<file path="config.mk">
export PLATFORM = sky130hd
export DESIGN_NAME = ram_prog_loader_flat
export DESIGN_NICKNAME = d
export VERILOG_FILES = /design/src/rtl/ram_prog_loader_if.sv /design/src/rtl/ram_prog_loader.sv /design/src/flat_wrapper.sv
export SDC_FILE = /design/constraint.sdc
export NUM_CORES = 1
export LEC_CHECK = 0
export ABC_AREA = 1
export CAP_MARGIN = 20
export CORE_MARGIN = 2
export CORE_UTILIZATION = 45
export CTS_CLUSTER_DIAMETER = 100
export DETAILED_ROUTE_END_ITERATION = 12
export PLACE_DENSITY = 0.76
export SETUP_SLACK_MARGIN = 0.5
export SLEW_MARGIN = 10
export SYNTH_ARGS = -nofsm -noshare
export SYNTH_HDL_FRONTEND = slang
export SYNTH_SLANG_ARGS = --single-unit
</file>
<file path="constraint.sdc">
create_clock -name fastClk_i -period 2.07 [get_ports fastClk_i]
set_input_delay 0.621 -clock fastClk_i [delete_from_list [all_inputs] [get_ports fastClk_i]]
set_output_delay 0.621 -clock fastClk_i [all_outputs]
set_load 0.005 [all_outputs]
</file>
<file path="src/rtl/ram_prog_loader_if.sv">
// Bus bundle between the serial host side (master) and the program loader (slave).
// The chk_err signal exists only when CHECKSUM_EN is defined.
interface ram_prog_loader_if #(
  parameter int ADDR_W = 4
);
  logic              rx;
  logic              start;
  logic              prog_mode;
  logic [ADDR_W-1:0] addr;
  logic [7:0]        data;
  logic              wr_en;
  logic              busy;
  logic              done;
  logic              frame_err;
`ifdef CHECKSUM_EN
  logic              chk_err;

  modport master (
    output rx, start,
    input  prog_mode, addr, data, wr_en, busy, done, frame_err, chk_err
  );

  modport slave (
    input  rx, start,
    output prog_mode, addr, data, wr_en, busy, done, frame_err, chk_err
  );
`else
  modport master (
    output rx, start,
    input  prog_mode, addr, data, wr_en, busy, done, frame_err
  );

  modport slave (
    input  rx, start,
    output prog_mode, addr, data, wr_en, busy, done, frame_err
  );
`endif
endinterface

</file>
<file path="src/rtl/ram_prog_loader.sv">
// UART (8N1) program loader writing DEPTH bytes to the eightBit RAM programming port.
// Optional CHECKSUM_EN: an extra mod-256 checksum byte is received and verified after the image.
module ram_prog_loader #(
  parameter int CLKS_PER_BIT = 104,
  parameter int DEPTH        = 16,
  parameter int ADDR_W       = 4
) (
  input  logic             fastClk_i,
  input  logic             rst_ni,
  ram_prog_loader_if.slave bus
);

  localparam int CNT_W = $clog2(CLKS_PER_BIT + 1);
  localparam logic [CNT_W-1:0]  FULL_BIT = CNT_W'(CLKS_PER_BIT);
  localparam logic [CNT_W-1:0]  HALF_BIT = CNT_W'(CLKS_PER_BIT / 2);
  localparam logic [ADDR_W-1:0] LAST     = ADDR_W'(DEPTH - 1);

  typedef enum logic [2:0] {
    IDLE, WAIT, START, DATA, STOP, WRITE, DONE
  } state_e;

  state_e            state_q, state_d;
  logic [CNT_W-1:0]  cnt_q, cnt_d;
  logic [2:0]        bitIdx_q, bitIdx_d;
  logic [7:0]        shift_q, shift_d;
  logic [ADDR_W-1:0] addr_q, addr_d;
  logic [7:0]        data_q, data_d;
  logic              done_q, done_d;
  logic              frameErr_q, frameErr_d;
  logic              rxMeta_q, rxSync_q, rxPrev_q;
`ifdef CHECKSUM_EN
  logic [7:0]        sum_q, sum_d;
  logic              chkPhase_q, chkPhase_d;
  logic              chkErr_q, chkErr_d;
`endif

  // rxPrev is pinned high while parked so a fall coinciding with start is still seen in WAIT.
  always_ff @(posedge fastClk_i or negedge rst_ni) begin
    if (!rst_ni) begin
      rxMeta_q <= 1'b1;
      rxSync_q <= 1'b1;
      rxPrev_q <= 1'b1;
    end else begin
      rxMeta_q <= bus.rx;
      rxSync_q <= rxMeta_q;
      rxPrev_q <= (state_q == IDLE || state_q == DONE) ? 1'b1 : rxSync_q;
    end
  end

  always_ff @(posedge fastClk_i or negedge rst_ni) begin
    if (!rst_ni) begin
      state_q    <= IDLE;
      cnt_q      <= '0;
      bitIdx_q   <= '0;
      shift_q    <= '0;
      addr_q     <= '0;
      data_q     <= '0;
      done_q     <= 1'b0;
      frameErr_q <= 1'b0;
`ifdef CHECKSUM_EN
      sum_q      <= '0;
      chkPhase_q <= 1'b0;
      chkErr_q   <= 1'b0;
`endif
    end else begin
      state_q    <= state_d;
      cnt_q      <= cnt_d;
      bitIdx_q   <= bitIdx_d;
      shift_q    <= shift_d;
      addr_q     <= addr_d;
      data_q     <= data_d;
      done_q     <= done_d;
      frameErr_q <= frameErr_d;
`ifdef CHECKSUM_EN
      sum_q      <= sum_d;
      chkPhase_q <= chkPhase_d;
      chkErr_q   <= chkErr_d;
`endif
    end
  end

  // Bit timing: counters are reloaded on each transition and a sample is taken when they reach 1.
  always_comb begin
    state_d    = state_q;
    cnt_d      = cnt_q;
    bitIdx_d   = bitIdx_q;
    shift_d    = shift_q;
    addr_d     = addr_q;
    data_d     = data_q;
    done_d     = done_q;
    frameErr_d = frameErr_q;
`ifdef CHECKSUM_EN
    sum_d      = sum_q;
    chkPhase_d = chkPhase_q;
    chkErr_d   = chkErr_q;
`endif
    case (state_q)
      IDLE, DONE: begin
        if (bus.start) begin
          state_d    = WAIT;
          addr_d     = '0;
          done_d     = 1'b0;
          frameErr_d = 1'b0;
`ifdef CHECKSUM_EN
          sum_d      = '0;
          chkPhase_d = 1'b0;
          chkErr_d   = 1'b0;
`endif
        end
      end
      WAIT: begin
        if (!rxSync_q && rxPrev_q) begin
          state_d = START;
          cnt_d   = HALF_BIT;
        end
      end
      START: begin
        if (cnt_q != CNT_W'(1)) begin
          cnt_d = cnt_q - 1'b1;
        end else if (!rxSync_q) begin
          state_d  = DATA;
          cnt_d    = FULL_BIT;
          bitIdx_d = '0;
        end else begin
          state_d = WAIT;
        end
      end
      DATA: begin
        if (cnt_q != CNT_W'(1)) begin
          cnt_d = cnt_q - 1'b1;
        end else begin
          shift_d  = {rxSync_q, shift_q[7:1]};
          cnt_d    = FULL_BIT;
          bitIdx_d = bitIdx_q + 3'd1;
          if (bitIdx_q == 3'd7) state_d = STOP;
        end
      end
      STOP: begin
        if (cnt_q != CNT_W'(1)) begin
          cnt_d = cnt_q - 1'b1;
        end else if (!rxSync_q) begin
          frameErr_d = 1'b1;
          state_d    = WAIT;
        end
`ifdef CHECKSUM_EN
        else if (chkPhase_q) begin
          state_d = DONE;
          if (shift_q == sum_q) done_d = 1'b1;
          else chkErr_d = 1'b1;
        end
`endif
        else begin
          state_d = WRITE;
          data_d  = shift_q;
        end
      end
      WRITE: begin
`ifdef CHECKSUM_EN
        sum_d = sum_q + data_q;
`endif
        if (addr_q == LAST) begin
`ifdef CHECKSUM_EN
          chkPhase_d = 1'b1;
          state_d    = WAIT;
`else
          done_d  = 1'b1;
          state_d = DONE;
`endif
        end else begin
          addr_d  = addr_q + 1'b1;
          state_d = WAIT;
        end
      end
      default: state_d = IDLE;
    endcase
  end

  assign bus.busy      = (state_q != IDLE) && (state_q != DONE);
  assign bus.prog_mode = bus.busy;
  assign bus.wr_en     = (state_q == WRITE);
  assign bus.addr      = addr_q;
  assign bus.data      = data_q;
  assign bus.done      = done_q;
  assign bus.frame_err = frameErr_q;
`ifdef CHECKSUM_EN
  assign bus.chk_err   = chkErr_q;
`endif

endmodule
</file>
<file path="src/flat_wrapper.sv">
// flat-port wrapper written by rule: the top's interface ports become plain ports
module ram_prog_loader_flat 
#(
  parameter int CLKS_PER_BIT = 104,
  parameter int DEPTH        = 16,
  parameter int ADDR_W       = 4
)
  (fastClk_i, rst_ni, bus_rx, bus_start, bus_prog_mode, bus_addr, bus_data, bus_wr_en, bus_busy, bus_done, bus_frame_err);
  ram_prog_loader_if #(.ADDR_W(ADDR_W)) bus_i ();
  input  logic fastClk_i;
  input  logic rst_ni;
  input wire logic [$bits(bus_i.rx)-1:0] bus_rx;
  input wire logic [$bits(bus_i.start)-1:0] bus_start;
  output wire logic [$bits(bus_i.prog_mode)-1:0] bus_prog_mode;
  output wire logic [$bits(bus_i.addr)-1:0] bus_addr;
  output wire logic [$bits(bus_i.data)-1:0] bus_data;
  output wire logic [$bits(bus_i.wr_en)-1:0] bus_wr_en;
  output wire logic [$bits(bus_i.busy)-1:0] bus_busy;
  output wire logic [$bits(bus_i.done)-1:0] bus_done;
  output wire logic [$bits(bus_i.frame_err)-1:0] bus_frame_err;
  assign bus_i.rx = bus_rx;
  assign bus_i.start = bus_start;
  assign bus_prog_mode = bus_i.prog_mode;
  assign bus_addr = bus_i.addr;
  assign bus_data = bus_i.data;
  assign bus_wr_en = bus_i.wr_en;
  assign bus_busy = bus_i.busy;
  assign bus_done = bus_i.done;
  assign bus_frame_err = bus_i.frame_err;
  ram_prog_loader #(.CLKS_PER_BIT(CLKS_PER_BIT), .DEPTH(DEPTH), .ADDR_W(ADDR_W)) u_core (.fastClk_i(fastClk_i), .rst_ni(rst_ni), .bus(bus_i));
endmodule
</file>
==> impl_metrics.py, run 1 <==
metrics = {
    "cts": {
        "clk_pin_slew_worst_paths_ns": 0.08,
        "cts_tree": "yes",
        "cts_root_buf": "clkbuf_8",
        "cts_buffers": 5,
        "cts_buffer_depth": 2,
        "clk_latency_ns": 0.30,
        "htree_levels": 2,
        "cts_sinks": 38,
        "ctsHoldBuffers": 0,
    },
    "pwr": {
        "irDropWorstVdd_v": 0.0006781,
        "p_leak_nw": 1.390,
        "p_per_area_nw_per_um2": 1299,
    },
    "route": {
        "dr.pass1.iters": 4,
        "vias": 1888,
        "routed_via_density": 5.289,
        "routedWlPerCell_um": 15.15,
        "wl_um": 5407,
        "drt_iter0_markers": 102,
        "ant_nets": 0,
        "drcViolationCount": 0,
    },
    "global_routing": {
        "antenna_found_initial": 0,
        "grt_max_degree": 21,
        "overflow": 0,
        "grt_pass1_wl_um": 7769,
        "grt_pass1_vias": 1702,
        "grt_usage_pct": 19.82,
    },
    "layout": {
        "layout_common_cells": "nand2_1, buf_4, dfrtp_1",
        "final_core_util_pct": 67.33,
        "insertedDiodeCount": 0,
        "layout.nets": 313,
        "final_common_cell": "nand2_1",
        "areaGrowthSynthToFinish_pct": 44.81,
        "drive_gt1_share_pct": 47.54,
    },
    "synth": {
        "syn_nets": 242,
        "yosys_warnings": 0,
        "synthMuxAreaShare_pct": 0,
        "synth_top_cell_area_share_pct": 43.26,
        "synth_simple_gate_area_share_pct": 26.45,
        "synth_fa_ha_area_share_pct": 3.090,
        "syn_inst": 233,
        "synth.largest_area_cell": "dfrtp_1",
        "synthesis.area_um2": 2024,
        "synth_xor_area_share_pct": 1.731,
        "yosysSeqAreaShare_pct": 47.16,
        "synth-compound-area-share_pct": 12.24,
        "synth_area_per_cell_um2": 8.689,
        "synthDistinctLibCells": 26,
        "synth_top_family_by_area": "simple AND/OR/NAND/NOR gates",
        "synth_seq_cells": 38,
        "synthTopCellsByArea": "dfrtp_1, nand2_1, o21ai_2",
    },
    "timing": {
        "setup_viol": 0,
        "clock_skew_ns": 0.008086,
        "drv_slew": 0,
        "relSlewSlack_pct": 68.92,
        "rsz0062_at_grt": "yes",
        "fin_crit_ns": 1.971,
        "hold_viol": 0,
        "post-route-period-util_pct": 95.24,
        "tns_ns": 0,
        "worstMarginPinSlew_ns": 0.4662,
        "max_freq_ghz": 0.5073,
    },
    "placement": {
        "portBuffers": 20,
        "place.gp.congestion": 0.8806,
        "dp_hpwl_um": 2717,
    },
    "floorplanning": {
        "die_area_um2": 5051,
        "die_h_um": 71.07,
        "initial_utilization_pct": 46.49,
        "core_region_area_um2": 4354,
        "ioPinCount": 21,
        "std_cell_rows": 24,
        "fp.dieW_um": 71.07,
    },
    "job": {
        "cap_violations": 0,
    },
    "worst_setup_path": {
        "critPathLaunchType": "register",
        "required_ns": 1.45,
        "cp-end-kind": "output pin",
        "cp_max_fo": 4,
        "cp.arrival_ns": 1.35,
        "crit_type": "register to output pin",
    },
    "outcome": {
        "outcome": "completed",
    },
    "worst_hold_path": {
        "holdCritPathClass": "input port to asynchronous set/reset pin",
    },
}
-- timing repair --
| item | 4_1_cts | 5_1_grt |
|---|---|---|
| pin swaps | 6 | 23 |
| cloned | 2 | 1 |
| setup buffers | 24 | 19 |
| gates resized for setup | 48 | 69 |
| setup endpoints to repair | 39 | 49 |
-- worst paths after layout --
path | start | endpoint | slack [ns] | cells after the start
hold reg to reg | u_core.rxMeta_q$_DFF_PN1_ | u_core.rxSync_q$_DFF_PN1_ | 0.36 | 0
min in group fastClk_i | u_core.rxMeta_q$_DFF_PN1_ | u_core.rxSync_q$_DFF_PN1_ | 0.36 | 0
hold / removal | rst_ni | u_core.shift_q[0]$_DFFE_PN0P_ | 0.26 | 1
max in group asynchronous | rst_ni | u_core.rxMeta_q$_DFF_PN1_ | 1.25 | 2
setup / recovery | u_core.state_q[0]$_DFFE_PN0P_ | bus_prog_mode | 0.1 | 6
setup reg to reg | u_core.state_q[0]$_DFFE_PN0P_ | u_core.state_q[1]$_DFFE_PN0P_ | 0.12 | 15
-- flip-flops by register name, indices dropped and copies added (netlist names) --
register	flops
u_core.rxSync_q	1
u_core.rxPrev_q	1
u_core.bitIdx_q	3
u_core.bus.done	1
u_core.shift_q	8
u_core.state_q	3
u_core.bus.data	8
u_core.rxMeta_q	1
u_core.cnt_q	7
u_core.bus.addr	4
u_core.bus.frame_err	1
-- cell families after synthesis --
family | count (synthesis)
AND/OR/NAND/NOR | 115
AO/OA/AOI/OAI | 34
flip-flops | 38
adder cells (fa/ha/maj) | 5
XOR/XNOR | 4
buffers and inverters | 37
-- where the power goes --
part           internal [mW]  leakage [nW]  switching (mW)
logic                   1.03         0.843            1.22
registers              0.873         0.500           0.138
clock network          0.268        0.0472           0.276
total                   2.18          1.39            1.63
-- cells in the mapped netlist --
cell and number:
a22o_1 1, buf_12 1, buf_4 1, buf_6 4, dfrtp_1 35, dfstp_2 3
ha_1 5, inv_1 27, inv_2 4, nand2_1 67, nand2_2 5, nand2_4 1
nand3_1 18, nand3_2 3, nand4_1 4, nor2_1 8, nor2_2 4, nor2_4 2
o21ai_0 10, o21ai_1 3, o21ai_2 19, o31ai_1 1, or2_1 2, or2_2 1
xnor2_1 2, xor2_1 2
-- metal layers --
| metal | routed length [um] | GRT usage (%) | vias up |
|---|---|---|---|
| met3 | 252 | 3.846 | 21 |
| met1 | 2144 | 25.59 | 903 |
| met4 | 219 | 10.27 | 0 |
| met5 | 0 | 0 | - |
| li1 | - | - | 889 |
| met2 | 2791 | 31.67 | 75 |
-- final cells by class --
type                            count  area, um^2
Fill cell                         317        1423
Multi-Input combinational cell    161        1100
Sequential cell                    38       959.7
Timing Repair Buffer               67       593.1
Inverter                           31       118.9
Clock buffer                        6       82.58
Tap cell                           52       65.06
Clock inverter                      2       12.51
-- worst max-delay path: stages (launching register included) --
cell	delay (ns)
dfrtp_2	0.46
nor2_4	0.15
nand2_2	0.06
nand2_2	0.09
inv_2	0.06
buf_6	0.12
buf_6	0.11
-- metrics by stage --
stage | area [um^2] | hold slack (ns) | total power [mW] | setup WS [ns] | instances
after floorplan | 2026 | 0.3254 | 1.875 | 0.5082 | 233
after global placement | 2256 | 0.3471 | 2.165 | 0.1478 | 303
final | 2932 | 0.2647 | 3.808 | 0.09858 | 357
after CTS | 2570 | 0.2781 | 3.102 | 0.1811 | 337
after global routing | 2932 | 0.2986 | 4.022 | 0.05366 | 357
after detailed placement | 2256 | 0.3468 | 2.201 | 0.1118 | 303
Note: power is estimated with default switching activity, not from simulation.
==> run 2, diff against run 1 <==
--- a/config.mk
+++ b/config.mk
@@ -17,3 +17,4 @@
 export SYNTH_ARGS = -nofsm -noshare
 export SYNTH_HDL_FRONTEND = slang
 export SYNTH_SLANG_ARGS = --single-unit
+export TNS_END_PERCENT = 1
==> run 2 against run 1 <==
  * Count of clock-buffer cells in the layout unchanged
  * Largest power group unchanged
  * Critical path depth unchanged
  * Global-route usage decreased by 1.5 points
  * Cell area decreased by 15%
==> impl_metrics.py, run 2 (synthesis results as in run 1) <==
metrics = {
    "timing": {
        "setup_viol": 0,
        "drv_slew": 0,
        "post-route-period-util_pct": 94.65,
        "tns_ns": 0,
        "worstMarginPinSlew_ns": 0.7284,
        "max_freq_ghz": 0.5104,
        "hold_viol": 0,
        "clock_skew_ns": 0.004061,
        "rsz0062_at_grt": "yes",
        "fin_crit_ns": 1.959,
        "relSlewSlack_pct": 51.44,
    },
    "route": {
        "drt_iter0_markers": 103,
        "ant_nets": 0,
        "routed_via_density": 4.988,
        "drcViolationCount": 0,
        "routedWlPerCell_um": 12.59,
        "dr.pass1.iters": 4,
        "wl_um": 4117,
        "vias": 1631,
    },
    "placement": {
        "place.gp.congestion": 0.8806,
        "placed_cell_area_um2": 2256,
        "portBuffers": 20,
        "dp_hpwl_um": 2717,
    },
    "pwr": {
        "p_leak_nw": 1.199,
        "irDropWorstVdd_v": 0.0006196,
        "p_total_mw": 3.132,
        "p_per_area_nw_per_um2": 1252,
    },
    "cts": {
        "clk_latency_ns": 0.30,
        "cts_root_buf": "clkbuf_8",
        "ctsHoldBuffers": 0,
        "cts_tree": "yes",
        "clk_pin_slew_worst_paths_ns": 0.07,
        "cts_sinks": 38,
        "cts_buffers": 5,
        "htree_levels": 2,
        "cts_buffer_depth": 2,
    },
    "floorplanning": {
        "core_region_area_um2": 4354,
        "die_area_um2": 5051,
        "ioPinCount": 21,
        "initial_utilization_pct": 46.49,
        "die_h_um": 71.07,
        "std_cell_rows": 24,
        "fp.dieW_um": 71.07,
    },
    "worst_setup_path": {
        "cp-end-kind": "output pin",
        "rrSetupSlack_ns": 0.17,
        "crit_type": "register to output pin",
        "worstRegToRegCells": 14,
        "required_ns": 1.45,
        "r2r-end": "u_core.state_q[0]$_DFFE_PN0P_",
        "r2r_start": "u_core.state_q[0]$_DFFE_PN0P_",
        "critPathLaunchType": "register",
        "worstPathCellList": "nor2_4 > nand2_2 > nand2_2 > inv_4 > buf_6 > buf_6",
        "cp.arrival_ns": 1.34,
        "crit_slowest_cell": "dfrtp_2",
        "cpPeakStageDelay_ns": 0.45,
        "cp_max_fo": 4,
    },
    "global_routing": {
        "grt_pass1_wl_um": 7169,
        "overflow": 0,
        "grt_pass1_vias": 1606,
        "antenna_found_initial": 0,
        "grt_usage_pct": 18.29,
        "grt_max_degree": 21,
    },
    "worst_hold_path": {
        "holdCritPathClass": "input port to asynchronous set/reset pin",
    },
    "layout": {
        "layout.nets": 283,
        "drive_gt1_share_pct": 30.18,
        "finalInstanceArea_um2": 2502,
        "layout_common_cells": "nand2_1, dfrtp_1, inv_1",
        "insertedDiodeCount": 0,
        "final_common_cell": "nand2_1",
        "areaGrowthSynthToFinish_pct": 23.61,
        "final_core_util_pct": 57.47,
    },
    "outcome": {
        "outcome": "completed",
    },
    "job": {
        "cap_violations": 0,
    },
}
==> run 2: final cells by class <==
class / count / area, um^2
fillers: 382 / 1852
clock inverters: 2 / 12.51
well taps: 52 / 65.06
flip-flops and latches: 38 / 958.4
inverters: 31 / 118.9
repair buffers: 40 / 365.4
multi-input cells: 158 / 899.6
clock buffers: 6 / 82.58
==> run 2: worst max-delay path: cells and delay by family (launching register included) <==
kind,cells,cell delay (ns)
simple gates,3,0.31
flops,1,0.45
buf+inv,3,0.28
==> run 2: power breakdown <==
group,internal (mW),switching (mW)
Sequential,0.871,0.127
Clock,0.268,0.268
Combinational,0.715,0.883
==> run 2: metal layers <==
layer  routed length, um  vias up  global-route usage [%]
met2                1995       30                   28.56
li1                    -      822                       -
met1                1890      772                   24.13
met3                 148        7                   3.846
met4                  82        0                   9.224
met5                   0        -                       0
==> run 2: worst max-delay path by stage <==
stage / from / endpoint / slack [ns] / cells past startpoint
floorplan: u_core.state_q[1]$_DFFE_PN0P_ / bus_prog_mode / 0.51 / 6
global placement: u_core.state_q[0]$_DFFE_PN0P_ / bus_prog_mode / 0.15 / 5
detailed placement: u_core.state_q[0]$_DFFE_PN0P_ / bus_prog_mode / 0.11 / 5
CTS: u_core.state_q[1]$_DFFE_PN0P_ / bus_prog_mode / 0.18 / 6
global route: u_core.state_q[0]$_DFFE_PN0P_ / bus_prog_mode / 0.04 / 6
finish: u_core.state_q[0]$_DFFE_PN0P_ / bus_prog_mode / 0.11 / 6
==> run 2: repair_timing <==
item / CTS / global route
buffers inserted: 15 / 1
hold endpoints to repair: 0 / 0
resized for setup: 19 / 6
pin swaps: 3 / 3
endpoints found under the setup margin: 39 / 52
==> run 2: per-stage QoR <==
step                      cells  worst slack, ns  hold slack, ns
after floorplan             233           0.5082          0.3254
after global placement      303           0.1478          0.3471
after detailed placement    303           0.1118          0.3468
after CTS                   326           0.1800          0.2781
after global routing        327          0.03697          0.3008
final                       327           0.1107          0.2668
==> run 3, diff against run 2 <==
--- a/config.mk
+++ b/config.mk
@@ -9,9 +9,11 @@
 export CAP_MARGIN = 20
 export CORE_MARGIN = 2
 export CORE_UTILIZATION = 45
-export CTS_CLUSTER_DIAMETER = 100
+export CTS_CLUSTER_DIAMETER = 40
 export DETAILED_ROUTE_END_ITERATION = 12
+export GPL_TIMING_DRIVEN = 0
 export PLACE_DENSITY = 0.76
+export RECOVER_POWER = 50
 export SETUP_SLACK_MARGIN = 0.5
 export SLEW_MARGIN = 10
 export SYNTH_ARGS = -nofsm -noshare
==> run 3 against run 2 <==
  * Fmax fell by 0.68%
  * Register-to-register slack gained 0.04 ns
  * Critical path depth is the same
  * Sequential power decreased by 0.8%
  * Non-clock buffer count shrank 1
  * Final cell count down 0.31%
  * Routed wire length is 5.5% lower
  * Clock power shrank 1%
  * Combinational power down 11%
  * Largest cell class unchanged
==> impl_metrics.py, run 3 (synthesis results as in run 1) <==
metrics = {
    "route": {
        "drcViolationCount": 0,
        "routed_via_density": 4.896,
        "routedWlPerCell_um": 11.94,
        "wl_um": 3892,
        "drt_iter0_markers": 75,
        "ant_nets": 0,
        "vias": 1596,
        "dr.pass1.iters": 4,
    },
    "cts": {
        "cts_root_buf": "clkbuf_8",
        "htree_levels": 2,
        "cts_buffer_depth": 2,
        "cts_buffers": 5,
        "cts_sinks": 38,
        "cts_tree": "yes",
        "clk_pin_slew_worst_paths_ns": 0.07,
        "clk_latency_ns": 0.29,
    },
    "global_routing": {
        "grt_usage_pct": 16.74,
        "antenna_found_initial": 0,
        "grt_pass1_vias": 1515,
        "grt_pass1_wl_um": 6624,
        "overflow": 0,
        "grt_max_degree": 25,
    },
    "worst_setup_path": {
        "critPathLaunchType": "register",
        "required_ns": 1.45,
        "cp_max_fo": 5,
        "crit_type": "register to output pin",
        "cp.arrival_ns": 1.35,
        "worstPathCellList": "nor2_4 > nand2_2 > nand2_2 > inv_4 > buf_6 > buf_6",
        "crit_slowest_cell": "dfrtp_2",
        "path_delay_family": "flip-flops",
        "cpPeakStageDelay_ns": 0.47,
        "cp-end-kind": "output pin",
        "rrSetupSlack_ns": 0.21,
        "critical_path_buf_inv_count": 3,
    },
    "pwr": {
        "irDropWorstVdd_v": 0.0004358,
        "p_per_area_nw_per_um2": 1188,
        "combinationalPowerShare_pct": 48.4,
        "p_leak_nw": 1.189,
        "switching_share_pct": 40.98,
        "p_total_mw": 2.943,
        "power.switching_mw": 1.206,
        "seq_power_share_pct": 33.6,
        "p_clk_share_pct": 18.0,
        "p_int_mw": 1.737,
    },
    "layout": {
        "final_common_cell": "nand2_1",
        "finalInstanceArea_um2": 2476,
        "areaGrowthSynthToFinish_pct": 22.31,
        "insertedDiodeCount": 0,
        "final_core_util_pct": 56.87,
        "drive_gt1_share_pct": 26.64,
        "instances_no_fill": 326,
        "fillers": 405,
        "layout_common_cells": "nand2_1, dfrtp_1, inv_1",
        "layout.nets": 282,
    },
    "floorplanning": {
        "core_region_area_um2": 4354,
        "fp.dieW_um": 71.07,
        "std_cell_rows": 24,
        "die_area_um2": 5051,
        "initial_utilization_pct": 46.49,
        "die_h_um": 71.07,
        "ioPinCount": 21,
    },
    "timing": {
        "whs_ns": 0.3574,
        "fin_crit_ns": 1.973,
        "tns_ns": 0,
        "max_freq_ghz": 0.5069,
        "post-route-period-util_pct": 95.30,
        "clock_skew_ns": 0.008930,
        "rsz0062_at_grt": "yes",
        "setup_viol": 0,
        "drv_slew": 0,
        "relSlewSlack_pct": 48.06,
        "hold_viol": 0,
        "worst_slack_ns": 0.09726,
        "worstMarginPinSlew_ns": 0.7791,
    },
    "worst_hold_path": {
        "holdCritPathClass": "register to register",
    },
    "placement": {
        "place.gp.congestion": 0.8849,
        "placed_cell_area_um2": 2313,
        "dp_hpwl_um": 2675,
        "portBuffers": 20,
        "dp_cells": 306,
        "dp_slack_ns": -0.004555,
    },
    "outcome": {
        "outcome": "completed",
    },
    "job": {
        "cap_violations": 0,
    },
}
run 3: repair_timing:
action	CTS	global route
gates cloned	0	0
gates resized for setup	14	2
hold buffers	0	0
pin swaps	2	2
endpoints found under the setup margin	38	51
buffers inserted	11	1
run 3: cell type report:
cell class | count | area [um^2] | share of cell area [%]
Timing Repair Buffer | 33 | 286.5 | 11.57
Inverter | 31 | 118.9 | 4.800
Multi-Input combinational cell | 158 | 877.1 | 35.42
Clock inverter | 2 | 12.51 | 0.5053
Tap cell | 52 | 65.06 | 2.628
Sequential cell | 38 | 957.2 | 38.66
Clock buffer | 6 | 82.58 | 3.335
Buffer | 6 | 76.32 | 3.082
run 3: path summary, 6_finish.rpt:
path | startpoint | to | cells past startpoint
max | u_core.state_q[0]$_DFFE_PN0P_ | bus_prog_mode | 6
min | u_core.rxMeta_q$_DFF_PN1_ | u_core.rxSync_q$_DFF_PN1_ | 0
max reg2reg | u_core.state_q[0]$_DFFE_PN0P_ | u_core.cnt_q[0]$_DFFE_PN0P_ | 12
min reg2reg | u_core.rxMeta_q$_DFF_PN1_ | u_core.rxSync_q$_DFF_PN1_ | 0
max in group asynchronous | rst_ni | u_core.state_q[2]$_DFFE_PN0P_ | 2
min in group asynchronous | rst_ni | u_core.bus.addr[1]$_DFFE_PN0P_ | 1
run 3: power groups by stage:
stage               Sequential, mW  Combinational (mW)  Clock [mW]
finish                       0.990                1.42       0.529
global route                  1.00                1.59       0.575
CTS                          0.990                1.39       0.545
detailed placement            1.01                1.20           0
global placement              1.00                1.16           0
floorplan                    0.986               0.889           0
run 3: layer usage:
metal / wire length (um) / vias up / global-route usage (%)
li1: - / 815 / -
met1: 1867 / 752 / 21.62
met2: 1838 / 22 / 26.58
met3: 101 / 7 / 2.991
met4: 84 / 0 / 9.434
met5: 0 / - / 0
